**src/rtl/pio_result_arbiter.sv**
```systemverilog
// pio_result_arbiter: round-robin grant of NN result producers onto one 24-bit HPS PIO word,
// held until the HPS returns the word's seq bit on ack_tog or the wait times out.
module pio_result_arbiter #(
    parameter int NUM_REQ     = 4,
    parameter int TIMEOUT_CYC = 65535
) (
    input  logic                   clk,
    input  logic                   reset_n,
    input  logic                   enable,
    input  logic [NUM_REQ-1:0]     req_valid,
    input  logic [16*NUM_REQ-1:0]  req_data,
    output logic [NUM_REQ-1:0]     req_ready,
    input  logic                   ack_tog,
    input  logic                   clr_err,
    output logic [23:0]            pio_word,
    output logic                   busy,
    output logic                   timeout_err,
    output logic [15:0]            grant_cnt
);
    localparam logic [0:0] IDLE     = 1'b0;
    localparam logic [0:0] WAIT_ACK = 1'b1;
    localparam int IW = $clog2(NUM_REQ);
    localparam logic [15:0] WCNT_LAST = 16'(TIMEOUT_CYC - 1);

    logic [0:0]  state;
    logic        seq;
    logic        ack_m;
    logic        ack_s;
    logic [5:0]  last_grant;
    logic [15:0] wcnt;
    logic        found;
    logic [5:0]  g;
    logic [15:0] g_data;
    logic [15:0] data_arr [NUM_REQ];
    int          idx;

    for (genvar i = 0; i < NUM_REQ; i++) begin : g_unpack
        assign data_arr[i] = req_data[16*i +: 16];
    end

    // Scan from the farthest candidate back to the nearest so the nearest set bit after last_grant wins.
    always_comb begin
        found  = 1'b0;
        g      = last_grant;
        g_data = '0;
        idx    = 0;
        for (int k = NUM_REQ; k >= 1; k--) begin
            idx = int'(last_grant) + k - ((int'(last_grant) + k >= NUM_REQ) ? NUM_REQ : 0);
            if (req_valid[IW'(idx)]) begin
                found  = 1'b1;
                g      = 6'(idx);
                g_data = data_arr[IW'(idx)];
            end
        end
    end

    always_ff @(posedge clk or negedge reset_n) begin
        if (!reset_n) begin
            state       <= IDLE;
            seq         <= 1'b0;
            ack_m       <= 1'b0;
            ack_s       <= 1'b0;
            last_grant  <= 6'(NUM_REQ - 1);
            wcnt        <= '0;
            pio_word    <= '0;
            req_ready   <= '0;
            timeout_err <= 1'b0;
            grant_cnt   <= '0;
        end else begin
            ack_m     <= ack_tog;
            ack_s     <= ack_m;
            req_ready <= '0;
            if (clr_err)
                timeout_err <= 1'b0;
            if (state == IDLE) begin
                if (enable && found) begin
                    pio_word   <= {~seq, 1'b1, g, g_data};
                    seq        <= ~seq;
                    last_grant <= g;
                    req_ready  <= NUM_REQ'(1) << g;
                    grant_cnt  <= grant_cnt + 16'd1;
                    wcnt       <= '0;
                    state      <= WAIT_ACK;
                end
            end else if (ack_s == seq) begin
                pio_word[22] <= 1'b0;
                state        <= IDLE;
            end else if (TIMEOUT_CYC != 0 && wcnt == WCNT_LAST) begin
                // A timeout on the same edge as clr_err must leave the flag set.
                timeout_err  <= 1'b1;
                pio_word[22] <= 1'b0;
                state        <= IDLE;
            end else begin
                wcnt <= wcnt + 16'd1;
            end
        end
    end

    assign busy = state == WAIT_ACK;
endmodule

```
**config.mk**
```make
export PLATFORM = sky130hd
export DESIGN_NAME = pio_result_arbiter
export DESIGN_NICKNAME = d
export VERILOG_FILES = /design/src/rtl/pio_result_arbiter.sv
export SDC_FILE = /design/constraint.sdc
export NUM_CORES = 1
export LEC_CHECK = 0
export CORE_ASPECT_RATIO = 0.8
export CORE_MARGIN = 3
export CORE_UTILIZATION = 53
export CTS_CLUSTER_DIAMETER = 120
export CTS_CLUSTER_SIZE = 16
export DETAILED_ROUTE_END_ITERATION = 10
export PLACE_DENSITY_LB_ADDON = 0.05
export SLEW_MARGIN = 20
export SYNTH_ARGS = -nofsm -noshare
export SYNTH_HDL_FRONTEND = slang
export SYNTH_SLANG_ARGS = --single-unit
export TNS_END_PERCENT = 1
```
**constraint.sdc**
```tcl
create_clock -name clk -period 4.5 [get_ports clk]
set_input_delay 0.675 -clock clk [delete_from_list [all_inputs] [get_ports clk]]
set_output_delay 0.675 -clock clk [all_outputs]
set_load 0.005 [all_outputs]
```
==> PnR_summary.wiki, run 1 <==
{| class="wikitable"
! Metric !! Value
|-
| Status || completed
|-
| Uppermost routed layer || met4
|-
| Min-delay src || ack_m$_DFF_PN0_
|-
| Clock skew after layout || 0.00813 ns
|-
| Clock tree from TritonCTS || built
|-
| Initial core utilization || 0.552
|-
| Clock insertion delay at the later pin of the skew report || 0.33 ns
|-
| DRT Pass-1 Iters || 5
|-
| EDFF count, synth || 0
|-
| Pwr/cell area || 753 nW/um2
|-
| Mean area per synthesized cell || 9.94 um2
|-
| Number of inserted diodes || 0
|-
| Slowest CP cell || sky130_fd_sc_hd__dfstp_2
|-
| Largest net degree at the start of global routing || 57
|-
| Vias in the first global route || 5177
|-
| Sink Count || 66
|-
| Synthesis-to-layout area growth || 26.8%
|-
| Final Hold Viols || 0
|-
| Detailed route wirelength on metal3 || 1150 um
|-
| Count of unique library cells instantiated by Yosys || 60
|-
| List of cells traversed by the critical path || clkinv_1 -> buf_4 -> ha_1 -> a21oi_1 -> nor4_1 -> a31o_2 -> nand3_1 -> ha_1 -> nor2_1 -> a2111oi_0 -> a41o_1 -> xnor2_1 -> a21oi_1 -> a22oi_1 -> mux2_2
|-
| Max incr delay on CP || 0.81 ns
|-
| Data required time of the worst path || 4.77 ns
|-
| Leading register cell type out of synthesis || sky130_fd_sc_hd__dfrtp_1
|-
| Detailed-route via count || 5178
|-
| Worst setup path startpoint || last_grant[1]$_DFFE_PN1P_
|-
| Remaining global-route overflow || 0
|-
| Measured slew at the worst slew-check pin || 0.858 ns
|-
| Worst-case reg-to-reg path depth || 15
|-
| Relative slew margins || 0.426
|-
| Net count after synthesis || 670
|-
| CTS Hold Buffers Added || 0
|-
| Achievable clock frequency || 0.239 GHz
|-
| Number of post-CTS setup repair buffers || 0
|-
| Proportion of synthesized chip area in sequential cells || 0.288
|-
| Die Height || 99.1 um
|-
| Clock-pin slew of the registers on the worst-case setup and hold paths || 0.06 ns
|-
| Critical Setup Path Class || reg2reg
|-
| Maximum VDD drop || 0.435 mV
|-
| Static Leak || 0.00299 uW
|-
| Total half-perimeter wirelength after legalization and detailed placement || 11500 um
|-
| Number of buffers on the longest clock path || 2
|-
| Arrival time reported for the critical path endpoint || 4.47 ns
|-
| Count of placed standard cells in the final layout, fillers left out || 817
|-
| Detail-routed via count per cell || 6.34
|-
| Worst reg2reg startpoint || last_grant[1]$_DFFE_PN1P_
|-
| Row cnt || 33
|-
| First-pass GRT wire length || 26400 um
|-
| # setup viols final || 0
|-
| Total number of H-tree levels || 3
|-
| Net total in the final layout || 764
|-
| Tcrit/Tclk final || 0.932
|-
| Crit end category || flip-flop
|-
| Number of clock buffers inserted by TritonCTS || 9
|-
| Top library cells by usage in the layout, fill and taps aside || sky130_fd_sc_hd__clkdlybuf4s50_1, sky130_fd_sc_hd__dfrtp_1, sky130_fd_sc_hd__nand2_1
|-
| Initial DRC Count || 508
|-
| Count of buffers from port buffering || 118
|-
| Util after Layout || 0.700
|-
| Die outline width || 122 um
|-
| Core region area || 10400 um2
|-
| CTS Root Cell || sky130_fd_sc_hd__clkbuf_16
|-
| Final count of pins violating max slew || 0
|-
| Number of gates resized after cts || 0
|-
| Final routed wirelength across all metal layers || 16100 um
|-
| Setup repair after global routing missed its margin || false
|-
| Number of routed nets with antenna violations || 0
|-
| Hold Path Class || reg2reg
|-
| Max-cap violations || 0
|-
| CP max FO || 18
|-
| Routed wire length per instance || 19.8 um
|-
| Min Clock Period, post-route || 4.19 ns
|-
| Die Footprint || 12100 um2
|-
| Worst Hold Depth || 0
|-
| Share of layout cells above drive strength 1 || 0.145
|-
| All-Layer GR Usage || 0.274
|-
| Drt drc || 0
|-
| Proportion of register bits with asynchronous set or reset after synthesis || 1.00
|-
| Final RePlAce weighted congestion || 0.877
|-
| Detailed-routing wirelength on met1 || 6980 um
|-
| Placed instance count || 801
|-
| Number of top-level pins || 119
|-
| Number of antenna violations at the first check in global routing || 0
|-
| Mapped cell area || 5740 um2
|-
| Met2 routed WL || 7840 um
|-
| Post-Syn Instances || 578
|-
| Most common cell after layout, fill and taps aside || sky130_fd_sc_hd__clkdlybuf4s50_1
|-
| Critical Path Start Type || flip-flop
|-
| Yosys warnings || 0
|-
| Sum Neg Setup Slack || 0 ns
|-
| Flip-flop and latch count after synthesis || 66
|}
cell families after synthesis:
logic type | synth area share
buffers and inverters | 0.0501
AOI/OAI and AO/OA | 0.151
muxes | 0.263
and+or+nand+nor | 0.131
DFF | 0.288
adders and majority gates | 0.0414
xor gates and xnor gates | 0.0763
layer usage:
| layer | vias up | GRT usage |
|---|---|---|
| li1 | 2362 | - |
| met1 | 2566 | 0.374 |
| met2 | 232 | 0.448 |
| met3 | 18 | 0.0608 |
| met4 | 0 | 0.0637 |
| met5 | - | 0 |
sequential cells by signal, indices dropped and copies added (netlist names):
register     flops
pio_word        24
grant_cnt       16
wcnt            16
req_ready        4
last_grant       2
ack_m            1
ack_s            1
busy             1
timeout_err      1
final cells by class:
cell class	count	area, um2
well taps	140	175
flip-flops and latches	66	1660
clock inverters	7	100
fillers	797	3120
multi-input cells	448	3800
clock buffers	9	225
repair buffers	128	1250
inverters	19	71.3
stage by stage:
step	setup slack (ns)	hold slack (ns)	instance area (um2)	total power [uW]
after global placement	0.778	0.334	6960	4560
after detailed placement	0.521	0.341	6960	4640
after floorplan	0.725	0.331	5740	3680
after global routing	0.0677	0.359	7280	5890
final	0.308	0.352	7280	5480
after CTS	0.380	0.355	7280	5460
where the power goes:
group / switching, uW / internal [uW]
clock: 289 / 490
sequential: 220 / 764
combinational: 1950 / 1760
total: 2460 / 3020
worst paths after layout:
check	slack [ns]	endpoint
min in group asynchronous	0.43	pio_word[4]$_DFFE_PN0P_
worst max-delay path	0.31	pio_word[21]$_DFFE_PN0P_
worst min-delay path	0.35	ack_s$_DFF_PN0_
worst max register to register	0.31	pio_word[21]$_DFFE_PN0P_
worst min register to register	0.35	ack_s$_DFF_PN0_
max in group asynchronous	3.07	last_grant[1]$_DFFE_PN1P_
critical path: cells and delay by family, from the launching register on:
| family | cells | cell delay (ns) |
|---|---|---|
| compound gates | 6 | 1.76 |
| xor+xnor | 1 | 0.13 |
| fa+ha+maj | 2 | 0.42 |
| buf+inv | 2 | 0.56 |
| flops | 1 | 0.81 |
| mux | 1 | 0.23 |
| simple gates | 3 | 0.22 |
cells in the mapped netlist, drive strengths merged (2+ instances only):
library cell	n	share of area
buf	24	0.024
a22o	7	0.011
xnor2	27	0.041
dfrtp	64	0.28
a31oi	4	0.0044
o21ai	36	0.031
a211oi	7	0.0092
a222oi	5	0.0087
or2	2	0.0022
o2111ai	3	0.0046
inv	17	0.011
o22ai	7	0.0076
nand2	61	0.040
a221oi	6	0.0092
nand2b	5	0.0054
dfstp	2	0.0092
a21o	6	0.0078
a2111oi	2	0.0031
mux4	49	0.19
ha	19	0.041
nor2	37	0.024
clkinv	2	0.0013
and2	5	0.0054
clkbuf	21	0.014
and4	4	0.0061
a31o	2	0.0031
mux2i	28	0.049
nor4	4	0.0054
nand4	8	0.0087
nand3	17	0.016
nor3	4	0.0044
and3	6	0.0065
xor2	23	0.035
mux2	11	0.022
nor2b	4	0.0044
a21oi	31	0.027
a22oi	6	0.0087
(Power assumes the default switching activity.)
==> run 2, diff against run 1 <==
--- a/config.mk
+++ b/config.mk
@@ -5,6 +5,7 @@
 export SDC_FILE = /design/constraint.sdc
 export NUM_CORES = 1
 export LEC_CHECK = 0
+export CAP_MARGIN = 5
 export CORE_ASPECT_RATIO = 0.8
 export CORE_MARGIN = 3
 export CORE_UTILIZATION = 53
==> results of run 2 <==
Same layout as run 1: the final DEF is identical, and so are final timing and power.
==> RTL edit (flow settings as in run 1) <==
Change the parameter `TIMEOUT_CYC` from 65535 to 32768.
--- a/src/rtl/pio_result_arbiter.sv
+++ b/src/rtl/pio_result_arbiter.sv
@@ -4,3 +4,3 @@
     parameter int NUM_REQ     = 4,
-    parameter int TIMEOUT_CYC = 65535
+    parameter int TIMEOUT_CYC = 32768
 ) (
Function: no difference found for any inputs over 10 cycles, from zero or initial values and one cycle with reset_n low; that may be too few to reach the edited logic, so the function may still have changed.
==> RTL edit against run 1 <==
  * Sequential cell count is the same
  * Synthesized area shrank 3.0%
  * Clock skew shrank 4.2 ps
  * Sequential power grew 0.5%
  * Clock power shrank 5.9%
  * Power shrank 9.0%
  * Setup slack gained 250 ps
  * Combinational power shrank 12%
  * Routed wire length shrank 9.1%
  * Count of clock-buffer cells in the layout grew 2
  * Worst hold slack gained 4.7 ps
  * Non-clock buffer count grew 1
  * Cell area shrank 2.1%
  * Critical path type unchanged
==> RTL edit: results (changes against run 1) <==
[outcome]
run_status=completed

[global_routing]
grt_first_pass_wirelength_um=24530  ; -6.9%
gr-usage-met3_pct=7.101  ; +1.0 points
antenna_violations_before_repair=0  ; unchanged
met1_usage_grt_pct=35.78  ; -1.7 points
met2_usage_pct=42.51  ; -2.3 points
grt_pass1_vias=4772  ; -7.8%
grt_start_max_net_pins=45  ; -21%
grt_usage_pct=26.15  ; -1.2 points

[yosys]
synthTopCellsByCount=sky130_fd_sc_hd__mux4_2, sky130_fd_sc_hd__dfrtp_1, sky130_fd_sc_hd__nand2_1
postSynthNetCount=610  ; -9.0%
synth_mux_area_share_pct=28.14  ; +1.9 points
synth.lib_cells_used.distinct=50  ; -17%
synth_compound_gate_area_share_pct=10.44  ; -4.7 points
yosys.area_share.xor_xnor_pct=8.019  ; +0.39 points
synth_sequential_area_ratio_pct=29.69  ; +0.89 points
synth_adder_area_share_pct=4.043  ; -0.096 points
synth-warning-count=0  ; unchanged
ys_top_cells_by_area=sky130_fd_sc_hd__dfrtp_1, sky130_fd_sc_hd__mux4_2, sky130_fd_sc_hd__xor2_1

[critical_path]
r2r_slack_ps=550  ; +250 ps
cp_data_arrival_time_ps=4150  ; -320 ps
worst_r2r_path_depth=14  ; -1
timing.critical_path.fanout_max=22  ; +4
crit-reg2reg-capture=req_ready[0]
reg2reg_from=last_grant[1]

[power]
maximum_ir_drop_on_the_vdd_rail_mv=0.3343  ; -23%
power.net_switching_mw=2.097  ; -15%
seqPwrFrac_pct=19.8  ; +1.8 points
power.leakage_nw=2.860  ; -4.4%
comb-power_mw=3.26  ; -12%
finalPower_mw=4.986  ; -9.0%

[cts]
clockRootBuffer=sky130_fd_sc_hd__clkbuf_16
post-cts-setup-buffer-count=0  ; unchanged
insertion_delay_ps=330  ; about the same
clk_transition_reported_paths_ps=50
cts_buffer_depth=2  ; unchanged

[route]
wl_met3_um=1167  ; +1.7%
topRoutingLayerUsed=met4
vias=4730  ; -8.7%
drt_pre_antenna_iters=4  ; -1
postRouteWirelength_um=14680  ; -9.1%
drt_iter0_drc=379  ; -25%
met2_wirelength_um=7303  ; -6.8%
wirelength_met1_um=6008  ; -14%

[timing]
drv_slew=0  ; unchanged
finalClockSkew_ps=3.951  ; -4.174 ps
worst_pin_slew_ps=948.3  ; +90.09 ps

[final_layout]
drive_gt1_share_pct=17.48  ; +3.0 points
nNetsFinal=704  ; -7.9%
final_layout_fill_cell_count=738  ; -7.4%
mostFrequentLayoutCell=sky130_fd_sc_hd__clkdlybuf4s50_1
n_antenna_cell=0  ; unchanged

[place]
io_buffers=118  ; unchanged
dpl.hpwl_um=10740  ; -6.4%
gp_congestion=0.8523  ; -2.8%
dp_area_sq_um=6814  ; -2.1%

[min_path]
holdPathStages=0  ; unchanged
worst_hold_startpoint=ack_m

[RTL edit: cell count changes in the layout (fill, tap and decap cells not counted), moves of 9 or more]
cell,change
sky130_fd_sc_hd__a211oi_1,+9
sky130_fd_sc_hd__nor2_1,+9
sky130_fd_sc_hd__a21oi_1,-21
sky130_fd_sc_hd__o21ai_1,-16
sky130_fd_sc_hd__and3_1,+15
sky130_fd_sc_hd__a22oi_1,+12
sky130_fd_sc_hd__mux4_2,+18
sky130_fd_sc_hd__nand2_1,-11
sky130_fd_sc_hd__mux2i_1,-27
sky130_fd_sc_hd__mux2_2,-9
[RTL edit: cell families (layout without fill, tap and decap cells)]
group / count (synthesis) / in the layout
simple gates: 171 / 171
mux: 71 / 71
flops: 66 / 66
xor+xnor: 51 / 51
fa+ha+maj: 18 / 18
buf+inv: 55 / 154
compound gates: 87 / 87
[RTL edit: through the flow]
| stage | setup slack, ps | instances | hold WS (ps) | util [%] |
|---|---|---|---|---|
| 2_1_floorplan | 1056 | 519 | 331.2 | - |
| 3_3_place_gp | 828.9 | 738 | 336.1 | 68.62 |
| 3_5_place_dp | 609.4 | 738 | 349.1 | 68.62 |
| 4_1_cts | 584.1 | 754 | 360.2 | 71.76 |
| 5_1_grt | 201.5 | 754 | 367.7 | 71.76 |
| 6_report | 553.9 | 754 | 356.6 | 71.76 |
[RTL edit: how the worst max path moves through the flow]
stage	start	to	slack, ps
floorplan	last_grant[0]	req_ready[0]	1060
global placement	last_grant[1]	req_ready[3]	830
detailed placement	last_grant[1]	req_ready[0]	610
CTS	last_grant[1]	req_ready[0]	580
global route	last_grant[1]	req_ready[0]	200
finish	last_grant[1]	req_ready[0]	550
[RTL edit: worst max-delay path, cell delays in order, from the launching register on]
cell and delay, ps:
sky130_fd_sc_hd__dfstp_2 850, sky130_fd_sc_hd__inv_1 250, sky130_fd_sc_hd__ha_1 240, sky130_fd_sc_hd__a21oi_1 250, sky130_fd_sc_hd__xnor2_1 200, sky130_fd_sc_hd__o21ai_0 140
sky130_fd_sc_hd__o22ai_1 170, sky130_fd_sc_hd__nand2_1 80, sky130_fd_sc_hd__ha_1 200, sky130_fd_sc_hd__ha_1 190, sky130_fd_sc_hd__xnor2_1 140, sky130_fd_sc_hd__a221o_1 370
sky130_fd_sc_hd__a22oi_2 170, sky130_fd_sc_hd__nand4_2 170, sky130_fd_sc_hd__nor4b_1 400
[RTL edit: final cells by class]
type | count | area share [%]
multi-input cells | 398 | 51.66
flip-flops and latches | 66 | 23.27
repair buffers | 129 | 17.84
clock buffers | 11 | 3.266
well taps | 136 | 2.388
clock inverters | 5 | 1.106
inverters | 9 | 0.4741
